[src/rtl/midi_tone_synth.sv]
// MIDI note-event tone synthesiser: semitone half-period table plus octave shift,
// square-wave tone generator and velocity-driven PWM on the tone's high phase.
module midi_tone_synth #(
  parameter int CLK_FRE = 50_000_000,
  parameter int HP_W    = 22
) (
  input  logic       clk,
  input  logic       rstn,
  input  logic       enable,
  input  logic       note_valid,
  input  logic [7:0] note,
  input  logic [7:0] velocity,
  output logic       note_ready,
  output logic       active,
  output logic       tone_out,
  output logic       pwm_out
);

  typedef enum logic [1:0] {IDLE, DECODE, LOAD, PLAY} state_t;

  // Half period of semitone s in octave -1 (MIDI note s), rounded to whole cycles.
  function automatic logic [HP_W-1:0] hp_calc(input int s);
    real f;
    f = 8.17580;
    for (int i = 0; i < s; i++) f = f * 1.0594630943592953;
    return HP_W'($rtoi(real'(CLK_FRE) / (2.0 * f) + 0.5));
  endfunction

  localparam logic [HP_W-1:0] HP [12] = '{
    hp_calc(0), hp_calc(1), hp_calc(2),  hp_calc(3),
    hp_calc(4), hp_calc(5), hp_calc(6),  hp_calc(7),
    hp_calc(8), hp_calc(9), hp_calc(10), hp_calc(11)
  };

  state_t          state, state_next;
  logic [6:0]      vel;
  logic [6:0]      rem;
  logic [3:0]      oct;
  logic [HP_W-1:0] half;
  logic [HP_W-1:0] phase_cnt;
  logic            tone_reg;
  logic [7:0]      pwm_cnt;
  logic            accept;
  logic            note_off;

  assign accept   = note_valid & note_ready;
  assign note_off = (velocity[6:0] == 7'd0);

  always_ff @(posedge clk or negedge rstn) begin
    if (!rstn) state <= IDLE;
    else       state <= state_next;
  end

  always_comb begin
    state_next = state;
    case (state)
      IDLE, PLAY: if (accept) state_next = note_off ? IDLE : DECODE;
      DECODE:     if (rem < 7'd12) state_next = LOAD;
      LOAD:       state_next = PLAY;
      default:    state_next = IDLE;
    endcase
  end

  always_comb begin
    note_ready = (state == IDLE) || (state == PLAY);
    active     = (state == PLAY);
  end

  // Note decode by repeated subtraction, then the tone divider and free-running PWM counter.
  always_ff @(posedge clk or negedge rstn) begin
    if (!rstn) begin
      vel       <= '0;
      rem       <= '0;
      oct       <= '0;
      half      <= '0;
      phase_cnt <= '0;
      tone_reg  <= 1'b0;
      pwm_cnt   <= '0;
    end else begin
      pwm_cnt <= pwm_cnt + 8'd1;
      case (state)
        IDLE, PLAY: begin
          if (accept) begin
            if (note_off) begin
              tone_reg <= 1'b0;
            end else begin
              vel <= velocity[6:0];
              rem <= note[6:0];
              oct <= '0;
            end
          end else if (state == PLAY) begin
            if (phase_cnt == half - HP_W'(1)) begin
              phase_cnt <= '0;
              tone_reg  <= ~tone_reg;
            end else begin
              phase_cnt <= phase_cnt + HP_W'(1);
            end
          end
        end
        DECODE: begin
          if (rem >= 7'd12) begin
            rem <= rem - 7'd12;
            oct <= oct + 4'd1;
          end
        end
        LOAD: begin
          half      <= HP[rem[3:0]] >> oct;
          phase_cnt <= '0;
          tone_reg  <= 1'b0;
        end
        default: ;
      endcase
    end
  end

  assign tone_out = enable & tone_reg;
  assign pwm_out  = enable & tone_reg & (pwm_cnt < {vel, 1'b0});

endmodule

[config.mk]
export PLATFORM = sky130hd
export DESIGN_NAME = midi_tone_synth
export DESIGN_NICKNAME = d
export VERILOG_FILES = /design/src/rtl/midi_tone_synth.sv
export SDC_FILE = /design/constraint.sdc
export NUM_CORES = 1
export LEC_CHECK = 0
export CAP_MARGIN = 20
export CORE_MARGIN = 3
export CORE_UTILIZATION = 45
export DETAILED_ROUTE_END_ITERATION = 10
export HOLD_SLACK_MARGIN = 0.06
export PLACE_DENSITY = 0.62
export SETUP_SLACK_MARGIN = 0.2
export SYNTH_ARGS = -nofsm -noshare
export SYNTH_HDL_FRONTEND = slang
export SYNTH_SLANG_ARGS = --single-unit
[constraint.sdc]
create_clock -name clk -period 5.8 [get_ports clk]
set_clock_uncertainty 0.1 [all_clocks]
set_input_delay 1.16 -clock clk [delete_from_list [all_inputs] [get_ports clk]]
set_output_delay 1.16 -clock clk [all_outputs]
set_load 0.1 [all_outputs]
**After elaboration in Yosys (flattened, before gate mapping)**

Memories as Yosys holds them, arrays and structs flattened.
Cells that the tools add are included.

- Register bits: 73
- Memory bits (read-only): 352
- Output and inout bits: 4
- Bits of input ports: 20
- Word-level logic and storage cells: 72
- Memories kept: 1

- Muxes and demuxes: 23
- Reduce and logical (&&, ||, !) cells: 11
- Shifts and indexed selects: 1
- Bitwise operators: 6
- Add/subtract/negate cells: 5
- Magnitude comparators: 4
- Equality and inequality tests: 13

Memory list:

| memory | words | width | rd ports | clocked after memory_dff | write ports | RTL line | source |
|---|---|---|---|---|---|---|---|
| (name not given) | 16 | 22 | 1 | 0 | 0 | 107 | `half <= HP[rem[3:0]] >> oct;` |

Operators with widths:

| cell | number |
|---|---|
| 22-bit 2-to-1 mux | 5 |
| 22-bit case mux with 2 select lines | 1 |
| 22-bit by 1-bit adder with 22-bit output (second input constant) | 1 |
| 22-bit == test | 1 |
| 22-bit by 4-bit >> shifter with 22-bit output | 1 |
| 22-bit by 1-bit subtractor with 22-bit output (second input constant) | 1 |
| 7-bit 2-to-1 mux | 3 |
| 7-bit case mux with 2 select lines | 1 |
| 4-bit 2-to-1 mux | 3 |
| 2-bit != test (second input constant) | 6 |
| 3-bit != test (second input constant) | 3 |
| 8-bit by 1-bit adder with 8-bit output (second input constant) | 1 |
| 8-bit less-than comparator | 1 |
| 4-bit case mux with 2 select lines | 1 |
| 4-bit AND reduction | 2 |
| 7-bit by 4-bit >= comparator with 1-bit output (second input constant) | 1 |
| 7-bit zero test | 1 |
| 7-bit by 4-bit less-than comparator with 1-bit output (second input constant) | 1 |
| 7-bit by 4-bit subtractor with 7-bit output (second input constant) | 1 |
| 2-bit case mux with 3 select lines | 1 |
| 3-bit AND reduction | 2 |
| 5-bit >= comparator (second input constant) | 1 |
| 1-bit 2-to-1 mux | 5 |
| 4-bit NOT with 5-bit output | 1 |
| other kinds (12) | 18 |

**Logic depth before layout (Yosys ltp)**

Gate-level depths: netlist of the first run.

- Word-level depth: 6
- Depth in mapped cells: 12
- Gate-level depth less buffers: 10

**Least setup slack after synthesis of the first run**

OpenSTA, ideal clock, no wires.

- Kind: input to output
- Start point: input port enable
- End point: output port pwm_out
- Cell stages on the path: 2
- Arrival: 2837 ps
- Data required time: 4540 ps
- Slack: 1703 ps
- Path through: and2_1 -> and3b_1

- Cells in the longest elaborated chain, start to end: 2

Ends and longest elaborated chain:

| element | RTL line | source |
|---|---|---|
| start: declaration | 9 | `input logic enable,` |
| 1-bit AND (2 in series) | 117 | `assign pwm_out = enable & tone_reg & (pwm_cnt < {vel, 1'b0});` |
| end: declaration | 16 | `output logic pwm_out` |

Every way passes these cells.

**Worst setup path after layout of the first run**

- Start point: register pwm_cnt[2]
- End point: output port pwm_out

- Cells in the longest elaborated chain, start to end: 2

Ends and longest elaborated chain:

| element | RTL line | source |
|---|---|---|
| start: declaration | 42 | `logic [7:0] pwm_cnt;` |
| start signal: assignment | 80 | `pwm_cnt <= pwm_cnt + 8'd1;` |
| 8-bit less-than comparator | 117 |  |
| 1-bit AND | 117 |  |

Every way passes these cells.

==> metrics, run 1 <==
outcome complete, no violations; # DRC 0; cells after synthesis 695; RSZ-0062 raised after global routing no; Total Power 3.89 mW; Rel. slew slack 0.345; Final Non-Filler Cells 858; n_diodes 0; HPWL Detailed 9.80 mm; Syn Std Cell Area 5710 um2; Antenna Nets Post-Route 0; warning count from the yosys run 0; gpl congestion 0.871; total gr overflow 0; Post-Synth Simple-Gate Area 0.236; CP max stage cell clkdlybuf4s50_1; clock-pin slew on the worst setup and hold paths 0.06 ns; max-cap violations 0; Hold Vio Cnt, Final 0; mux share of post-synthesis cell area 0.0734; fmax 225 MHz; Root Driver clkbuf_16; Crit Path Category reg2out; Vias 4985; Worst path max stage delay 1.13 ns; Slew Viols, Final 0; min cycle time layout 4.44 ns; # fillers 1166; Final setup violation count 0; main area contributors after synthesis dfrtp_1 32%, o21ai_0 4.8%, ha_1 4.6%, nand2_1 4.5%, mux2i_1 4.4%; Switch Pwr 1.89 mW; Mean Syn Cell Area 8.21 um2; die area 14100 um2; Inst Count DP 841; Area Overhead vs Synth 10.3%; Initial Util 0.467; synthesized flop and latch total 73; share of layout cells above drive strength 1 0.0725; xor/xnor share of the synthesized area 0.0460; P_leak 2.58 nW; vias in the first global route 4676; utilization after layout 0.516; Synth Area in Compound Gates 0.218; Clock power frac 0.156; min-delay worst type reg2reg; initial antenna violation count 0; # rows 40; CP Max Fanout 5; CTS Buf Count 9; setup TNS 0 ns; VDD IR max 623 uV; first-pass GRT wire length 23.4 mm; largest registers half: 22 flops, phase_cnt: 22 flops, pwm_cnt: 8 flops; Netlist cell types 70; Initial DRC Count 415; overall routing resource usage 0.199; # H-tree levels 3; Comb power frac 0.585; pwr dens 618 nW/um2; CTS tree built; worst path bufs/invs 1; Adder-Cell Fraction of Synth Area 0.0478; # IOs 24; main combinational cell family by area after synthesis simple AND/OR/NAND/NOR gates; largest area contributor in the netlist dfrtp_1; CP Data Required Time 4.54 ns; Clock Path Buffers 2; Routed WL per cell 15.9 um; CP most frequent cell a21o_1; Sw Ratio 0.486; Die W 119 um; Crit. End Element output port; Core Region 12200 um2; largest net degree at the start of global routing 74; Arrival @ worst endpoint 3.18 ns; clock latency on the worst-skew pair 0.33 ns; Post-CTS Setup Bufs 0; CTS sink count 73; delay-heaviest family, CP buffers and inverters; ys async rst share 1.00; Worst Setup Start Kind flop; Post-synth EDFFs 0; port bufs 21; Design Area, Final 6300 um2; Post-Route WL 13.6 mm; total iterations of the first detailed-routing run 5; Area after DPL 5960 um2; ys flop type dfrtp_1; Via-to-Cell Ratio 5.81; period utilization 0.765; height of the die 119 um; hold_buf cts 0; Synth top area share 0.320; # resized after CTS 0; Pint 2.00 mW; Synthesized Nets 736; critical path cell sequence ha_1 -> a21o_1 -> a21o_1 -> a21o_1 -> a21oi_1 -> nor2b_1 -> o21ai_0 -> and3b_1 -> clkdlybuf4s50_1; Seq/Total Area, Yosys 0.320; Final nets 726; sequential share of power 0.259; Slew @ Worst Pin 0.983 ns
## kinds of logic (layout without fill, tap and decap cells)
| family | Yosys count | count (layout) |
|---|---|---|
| muxes | 38 | 38 |
| adders and majority gates | 22 | 22 |
| and+or+nand+nor | 256 | 256 |
| xor gates and xnor gates | 30 | 30 |
| buffers and inverters | 85 | 80 |
| AOI/OAI and AO/OA | 191 | 191 |
| DFF | 73 | 73 |
## per-layer routing
| metal | track usage | vias up | wire (um) |
|---|---|---|---|
| li1 | - | 2496 | - |
| met1 | 0.288 | 2390 | 6810 |
| met2 | 0.313 | 88 | 6270 |
| met3 | 0.0292 | 11 | 438 |
| met4 | 0.0492 | 0 | 118 |
| met5 | 0 | - | 0 |
## power groups by stage
| stage | Clock [mW] | Sequential (mW) | Combinational, mW |
|---|---|---|---|
| 3_5_place_dp | 0 | 1.02 | 2.25 |
| 6_report | 0.607 | 1.01 | 2.27 |
| 4_1_cts | 0.619 | 1.01 | 2.26 |
| 5_1_grt | 0.649 | 1.05 | 2.55 |
| 3_3_place_gp | 0 | 1.00 | 2.20 |
| 2_1_floorplan | 0 | 0.856 | 1.87 |
## cells in the mapped netlist, types with 10 or more instances
library cell and number:
nor2b_1 18, mux2_2 11, xnor2_1 19, nor2_1 36, nor3_1 15, o22ai_1 10
nand2_1 69, dfrtp_1 73, or4_1 10, xor2_1 11, o21ai_0 55, a21oi_1 36
nand2b_1 13, inv_1 36, mux2i_1 25, or3_1 10, o31ai_1 11, and3_1 11
nand3_1 27, ha_1 21, clkbuf_1 34, o2bb2ai_1 10
## area by class of cell
cell class                      instances  area, um2  area share
Multi-Input combinational cell        537       3550       0.563
Timing Repair Buffer                   25        235      0.0374
Clock buffer                           11        253      0.0401
Sequential cell                        73       1830       0.290
Clock inverter                          5       77.6      0.0123
Inverter                               39        146      0.0233
Tap cell                              168        210      0.0334
## path summary, 6_finish.rpt
| kind | depth (start not counted) | endpoint | slack (ns) | start |
|---|---|---|---|---|
| max | 9 | pwm_out | 1.36 | pwm_cnt[2] |
| min | 1 | pwm_cnt[0] | 0.37 | pwm_cnt[0] |
| max reg2reg | 10 | phase_cnt[21] | 1.41 | half[0] |
| min reg2reg | 1 | pwm_cnt[0] | 0.37 | pwm_cnt[0] |
| max in group asynchronous | 1 | half[19] | 4.11 | rstn |
| min in group asynchronous | 1 | half[3] | 0.87 | rstn |
## per-stage QoR
step | hold slack [ns] | setup WS, ns
2_1_floorplan | 0.335 | 1.70
3_3_place_gp | 0.358 | 1.44
3_5_place_dp | 0.363 | 1.42
4_1_cts | 0.373 | 1.33
5_1_grt | 0.407 | 1.06
6_report | 0.370 | 1.36
## cells in the final DEF, fill, tap and decap left out, types with 9 or more instances in the layout
cell              n
dfrtp_1          73
nand2_1          69
o21ai_0          55
inv_1            36
a21oi_1          36
nor2_1           36
nand3_1          27
mux2i_1          25
ha_1             21
clkdlybuf4s50_1  20
xnor2_1          19
nor2b_1          18
nor3_1           15
nand2b_1         13
and3_1           11
xor2_1           11
o31ai_1          11
mux2_2           11
or4_1            10
or3_1            10
o22ai_1          10
o2bb2ai_1        10
and2_1            9
o211ai_1          9
a211oi_1          9
clkbuf_16         9
No activity file was read; power rests on OpenSTA's default activity.
==> inputs of run 2 (changes only) <==
- PLACE_DENSITY: 0.62 -> 0.64
- clock period: 5.8 -> 3.75 ns (I/O delays scaled with it)
==> run 2 against run 1 <==
- non-clock buffer count is 27 higher
- clock-buffer cell count is 1 lower
- combinational power is 74% higher
- via count is 4.4% higher
- clock power is 36% higher
- wire length is 4.9% higher
- sequential power is 50% higher
- worst hold slack worse by 0.0012 ns
- critical path type is now reg2reg
- global-route usage is 0.37 points higher
- core utilization is 2.2 points higher
- register-to-register slack worse by 1.1 ns
==> metrics, run 2 (synthesis results as in run 1) <==
Sw Ratio 0.491 (was 0.486); Worst Setup Start Kind flop (unchanged); Core Region 12200 um2 (unchanged); Slew Viols, Final 0 (unchanged); CP Data Required Time 3.86 ns (was 4.54 ns); total iterations of the first detailed-routing run 5 (unchanged); CTS sink count 73 (unchanged); period utilization 0.921; most frequent cells in the layout 73 x dfrtp_1, 69 x nand2_1, 55 x o21ai_0 (unchanged); pwr dens 957 nW/um2 (was 618 nW/um2); Comb power frac 0.627 (was 0.585); # H-tree levels 3 (unchanged); HPWL Detailed 10.2 mm (was 9.80 mm); CP Max Fanout 9 (was 5); port bufs 21 (unchanged); setup TNS 0 ns (unchanged); fmax 290 MHz; Crit Path Category reg2reg (was reg2out); vias in the first global route 4871 (was 4676); Initial Util 0.467 (unchanged); Final Worst Setup Slack 0.297 ns (was 1.36 ns); hold_buf cts 0 (unchanged); Area Overhead vs Synth 15.1% (was 10.3%); Rel. slew slack 0.327 (was 0.345); CTS tree built (unchanged); # DRC 0 (unchanged); Arrival @ worst endpoint 3.57 ns (was 3.18 ns); first-pass GRT wire length 23.9 mm (was 23.4 mm); Switch Pwr 3.08 mW (was 1.89 mW); min cycle time layout 3.45 ns; Clock Path Buffers 2 (unchanged); n_diodes 0 (unchanged); Die W 119 um (unchanged); initial antenna violation count 0 (unchanged); Post-Route WL 14.3 mm (was 13.6 mm); Hold Vio Cnt, Final 0 (unchanged); VDD IR max 630 uV (was 623 uV); Pint 3.20 mW (was 2.00 mW); min-delay worst type reg2reg (unchanged); Routed WL per cell 16.2 um (was 15.9 um); sequential cell area 1830 um2 (unchanged); multi-input logic area 3630 um2 (was 3550 um2); dpl ws 0.0848 ns (was 1.42 ns); gpl congestion 0.874 (was 0.871); Crit. End Element flop (was output port); Final setup violation count 0 (unchanged); # rows 40 (unchanged); # fillers 1169 (was 1166); largest net degree at the start of global routing 74 (unchanged); overall routing resource usage 0.203 (was 0.199); sequential share of power 0.241 (was 0.259); Vias 5204 (was 4985); Initial DRC Count 329 (was 415); most common cell after layout, fill and taps aside dfrtp_1 (unchanged); height of the die 119 um (unchanged); Final nets 753 (was 726); largest registers half: 22 flops, phase_cnt: 22 flops, pwm_cnt: 8 flops (unchanged); Slew @ Worst Pin 1.01 ns (was 0.983 ns); total gr overflow 0 (unchanged); RSZ-0062 raised after global routing no (unchanged); Clock power frac 0.132 (was 0.156); max-cap violations 0 (unchanged); share of layout cells above drive strength 1 0.128 (was 0.0725); CTS Buf Count 9 (unchanged); clock-pin slew on the worst setup and hold paths 0.06 ns (about the same); Antenna Nets Post-Route 0 (unchanged); die area 14100 um2 (unchanged); Via-to-Cell Ratio 5.88 (was 5.81); Root Driver clkbuf_16 (unchanged); clock latency on the worst-skew pair 0.34 ns (was 0.33 ns); # IOs 24 (unchanged); outcome complete, no violations (unchanged); P_leak 2.74 nW (was 2.58 nW)
==> run 2: changes by cell type in the layout (fill, tap and decap cells not counted), sizes merged <==
| cell | before | now |
|---|---|---|
| clkinv | 3 | 2 |
| buf | 5 | 36 |
| clkdlybuf4s50 | 20 | 16 |
| clkinvlp | 1 | 2 |
| inv | 38 | 41 |
| clkbuf | 11 | 10 |
| bufinv | 2 | 0 |
==> run 2: routing by layer <==
layer,vias up,track usage,share of wire
li1,2565,-,-
met1,2517,0.285,0.48
met2,109,0.329,0.48
met3,13,0.0378,0.037
met4,0,0.0377,0.0095
met5,-,0,0
==> run 2: worst paths after layout <==
path	from	end	slack, ns	cells after the start
setup / recovery	half[5]	phase_cnt[0]	0.30	10
hold / removal	pwm_cnt[0]	pwm_cnt[0]	0.37	1
setup reg to reg	half[5]	phase_cnt[0]	0.30	10
hold reg to reg	pwm_cnt[0]	pwm_cnt[0]	0.37	1
max in group asynchronous	rstn	phase_cnt[18]	2.47	1
min in group asynchronous	rstn	half[5]	0.45	1
==> run 2: what timing repair did <==
action                     4_1_cts  5_1_grt
setup endpoints to repair       18       22
buffers inserted                 0        9
gates resized for setup          4       18
gates cloned                     0        2
pin swaps                        1       11
==> run 2: power by group through the flow <==
stage / logic, mW / registers [mW] / clock network (mW)
finish: 3.94 / 1.52 / 0.827
global route: 4.38 / 1.58 / 0.884
CTS: 3.64 / 1.54 / 0.848
detailed placement: 3.61 / 1.55 / 0
global placement: 3.52 / 1.54 / 0
floorplan: 2.90 / 1.32 / 0
==> run 2: per-stage QoR <==
step | cell area [um2] | hold WS, ns | total power, mW | utilization | cells
after floorplan | 5710 | 0.335 | 4.22 | - | 695
after global placement | 6070 | 0.357 | 5.06 | 0.497 | 857
after detailed placement | 6070 | 0.361 | 5.16 | 0.497 | 857
after CTS | 6380 | 0.372 | 6.03 | 0.522 | 873
after global routing | 6570 | 0.398 | 6.84 | 0.538 | 885
final | 6570 | 0.369 | 6.28 | 0.538 | 885
==> run 2: final cells by class <==
class | count | share of cell area
multi-input cells | 537 | 0.553
flip-flops and latches | 73 | 0.278
repair buffers | 52 | 0.0703
clock buffers | 10 | 0.0364
well taps | 168 | 0.0320
inverters | 39 | 0.0223
clock inverters | 6 | 0.00762
==> run 2: worst max-delay path: stages, from the launching register on <==
cell     delay, ns
dfrtp_1       0.38
or4_4         0.59
or3_4         0.40
nor3b_2       0.21
xnor2_1       0.10
or4_4         0.58
o41a_1        0.51
buf_4         0.19
nand2_8       0.09
buf_12        0.13
o21ai_1       0.06
==> inputs of run 3 (changes only) <==
--- a/constraint.sdc
+++ b/constraint.sdc
@@ -3,3 +3,3 @@
 set_input_delay 0.75 -clock clk [delete_from_list [all_inputs] [get_ports clk]]
 set_output_delay 0.75 -clock clk [all_outputs]
-set_load 0.1 [all_outputs]
+set_load 0.05 [all_outputs]
==> run 3 against run 2 <==
- worst hold slack better by 0.0085 ns
- sequential power barely moved
- maximum frequency about the same
- clock-buffer cell count rose by 1
- combinational power shrank 6.1%
- sequential cell count stayed put
- first-iteration DRC count rose by 10%
- critical path depth rose by 3
- global-route usage about the same
- non-clock buffer count fell by 9
- cell area down 1.7%
- critical path type unchanged
- highest routed layer unchanged
==> metrics, run 3 (synthesis results as in run 1) <==
Slew @ Worst Pin 1.01 ns (about the same); height of the die 119 um (unchanged); RSZ-0062 raised after global routing yes (was no); fmax 290 MHz (about the same); Min Hold Slack 0.377 ns (was 0.369 ns); gpl congestion 0.851 (was 0.874); # IOs 24 (unchanged); Final Worst Setup Slack 0.300 ns (was 0.297 ns); Core Region 12200 um2 (unchanged); clock latency on the worst-skew pair 0.34 ns (about the same); Root Driver clkbuf_16 (unchanged); port bufs 21 (unchanged); min-delay worst type reg2reg (unchanged); CP Max Fanout 7 (was 9); most common cell after layout, fill and taps aside dfrtp_1 (unchanged); Via-to-Cell Ratio 5.90 (was 5.88); first-pass GRT wire length 23.7 mm (was 23.9 mm); VDD IR max 519 uV (was 630 uV); Area after DPL 6080 um2 (was 6070 um2); Worst Setup Start Kind flop (unchanged); pwr dens 939 nW/um2 (was 957 nW/um2); clock-pin slew on the worst setup and hold paths 0.06 ns (about the same); Rel. slew slack 0.328 (was 0.327); CTS tree built (unchanged); Initial DRC Count 363 (was 329); Clock Path Buffers 2 (unchanged); share of layout cells above drive strength 1 0.105 (was 0.128); CP Data Required Time 3.86 ns (about the same); Design Area, Final 6460 um2 (was 6570 um2); Final setup violation count 0 (unchanged); # rows 40 (unchanged); overall routing resource usage 0.203 (about the same); dpl ws 0.114 ns (was 0.0848 ns); Crit. End Element flop (unchanged); # DRC 0 (unchanged); total iterations of the first detailed-routing run 8 (was 5); Crit Path Category reg2reg (unchanged); Vias 5166 (was 5204); setup TNS 0 ns (unchanged); total gr overflow 0 (unchanged); n_diodes 0 (unchanged); Total Power 6.07 mW (was 6.28 mW); Post-Route WL 13.9 mm (was 14.3 mm); largest net degree at the start of global routing 74 (unchanged); outcome complete, no violations (unchanged); die area 14100 um2 (unchanged); largest registers half: 22 flops, phase_cnt: 22 flops, pwm_cnt: 8 flops (unchanged); Antenna Nets Post-Route 0 (unchanged); period utilization 0.920 (was 0.921); Final nets 744 (was 753); Arrival @ worst endpoint 3.56 ns (was 3.57 ns); CTS Buf Count 9 (unchanged); max-cap violations 0 (unchanged); # H-tree levels 3 (unchanged); Routed WL per cell 15.9 um (was 16.2 um); Slew Viols, Final 0 (unchanged); vias in the first global route 4870 (was 4871); Initial Util 0.467 (unchanged); Area Overhead vs Synth 13.1% (was 15.1%); Die W 119 um (unchanged); P_leak 2.67 nW (was 2.74 nW); initial antenna violation count 0 (unchanged); CTS sink count 73 (unchanged); # fillers 1182 (was 1169); min cycle time layout 3.45 ns (about the same); HPWL Detailed 10.1 mm (was 10.2 mm); most frequent cells in the layout 73 x dfrtp_1, 69 x nand2_1, 55 x o21ai_0 (unchanged); Hold Vio Cnt, Final 0 (unchanged)
[run 3: repair_timing]
action,4_1_cts,5_1_grt
gates resized for setup,4,10
pin swaps,1,4
setup buffers,0,2
hold buffers,0,0
endpoints found under the setup margin,18,19
[run 3: stage by stage]
stage / utilization / std cells
after floorplan: - / 695
after global placement: 0.498 / 857
after detailed placement: 0.498 / 857
after CTS: 0.523 / 873
after global routing: 0.529 / 876
final: 0.529 / 876
[run 3: worst paths after layout]
| path | slack (ns) | startpoint | cells after the start | to |
|---|---|---|---|---|
| setup / recovery | 0.30 | half[0] | 13 | phase_cnt[13] |
| hold / removal | 0.38 | pwm_cnt[0] | 1 | pwm_cnt[0] |
| setup reg to reg | 0.30 | half[0] | 13 | phase_cnt[13] |
| hold reg to reg | 0.38 | pwm_cnt[0] | 1 | pwm_cnt[0] |
| max in group asynchronous | 2.49 | rstn | 1 | phase_cnt[3] |
| min in group asynchronous | 0.43 | rstn | 1 | half[3] |
[run 3: power by group]
group	switching (mW)	total, mW	internal (mW)
clock network	0.336	0.867	0.531
registers	0.415	1.50	1.09
logic	2.17	3.70	1.53
total	2.92	6.07	3.15
[run 3: worst max-delay path: stages (launching register included)]
cell and delay, ns:
dfrtp_1 0.38, inv_1 0.09, ha_1 0.17, buf_4 0.15, or4b_2 0.59, nor4_1 0.18, buf_4 0.18, nand3_1 0.14
a31o_2 0.24, and2_1 0.19, o41a_1 0.49, buf_4 0.19, a21oi_1 0.14, o22ai_1 0.11
[run 3: routing by layer]
layer / global-route usage / share of wire / up-vias / routed length [um]
met5: 0 / 0 / - / 0
met4: 0.0608 / 0.015 / 0 / 206
met3: 0.0388 / 0.042 / 17 / 581
met2: 0.328 / 0.48 / 126 / 6690
met1: 0.275 / 0.46 / 2494 / 6470
li1: - / - / 2529 / -
[run 3: cell type report]
cell class / instances / area, um2 / share of cell area
Clock buffer: 11 / 243 / 0.0376
Tap cell: 168 / 210 / 0.0326
Clock inverter: 5 / 55.1 / 0.00853
Timing Repair Buffer: 43 / 392 / 0.0607
Multi-Input combinational cell: 537 / 3580 / 0.555
Inverter: 39 / 146 / 0.0227
Sequential cell: 73 / 1830 / 0.283
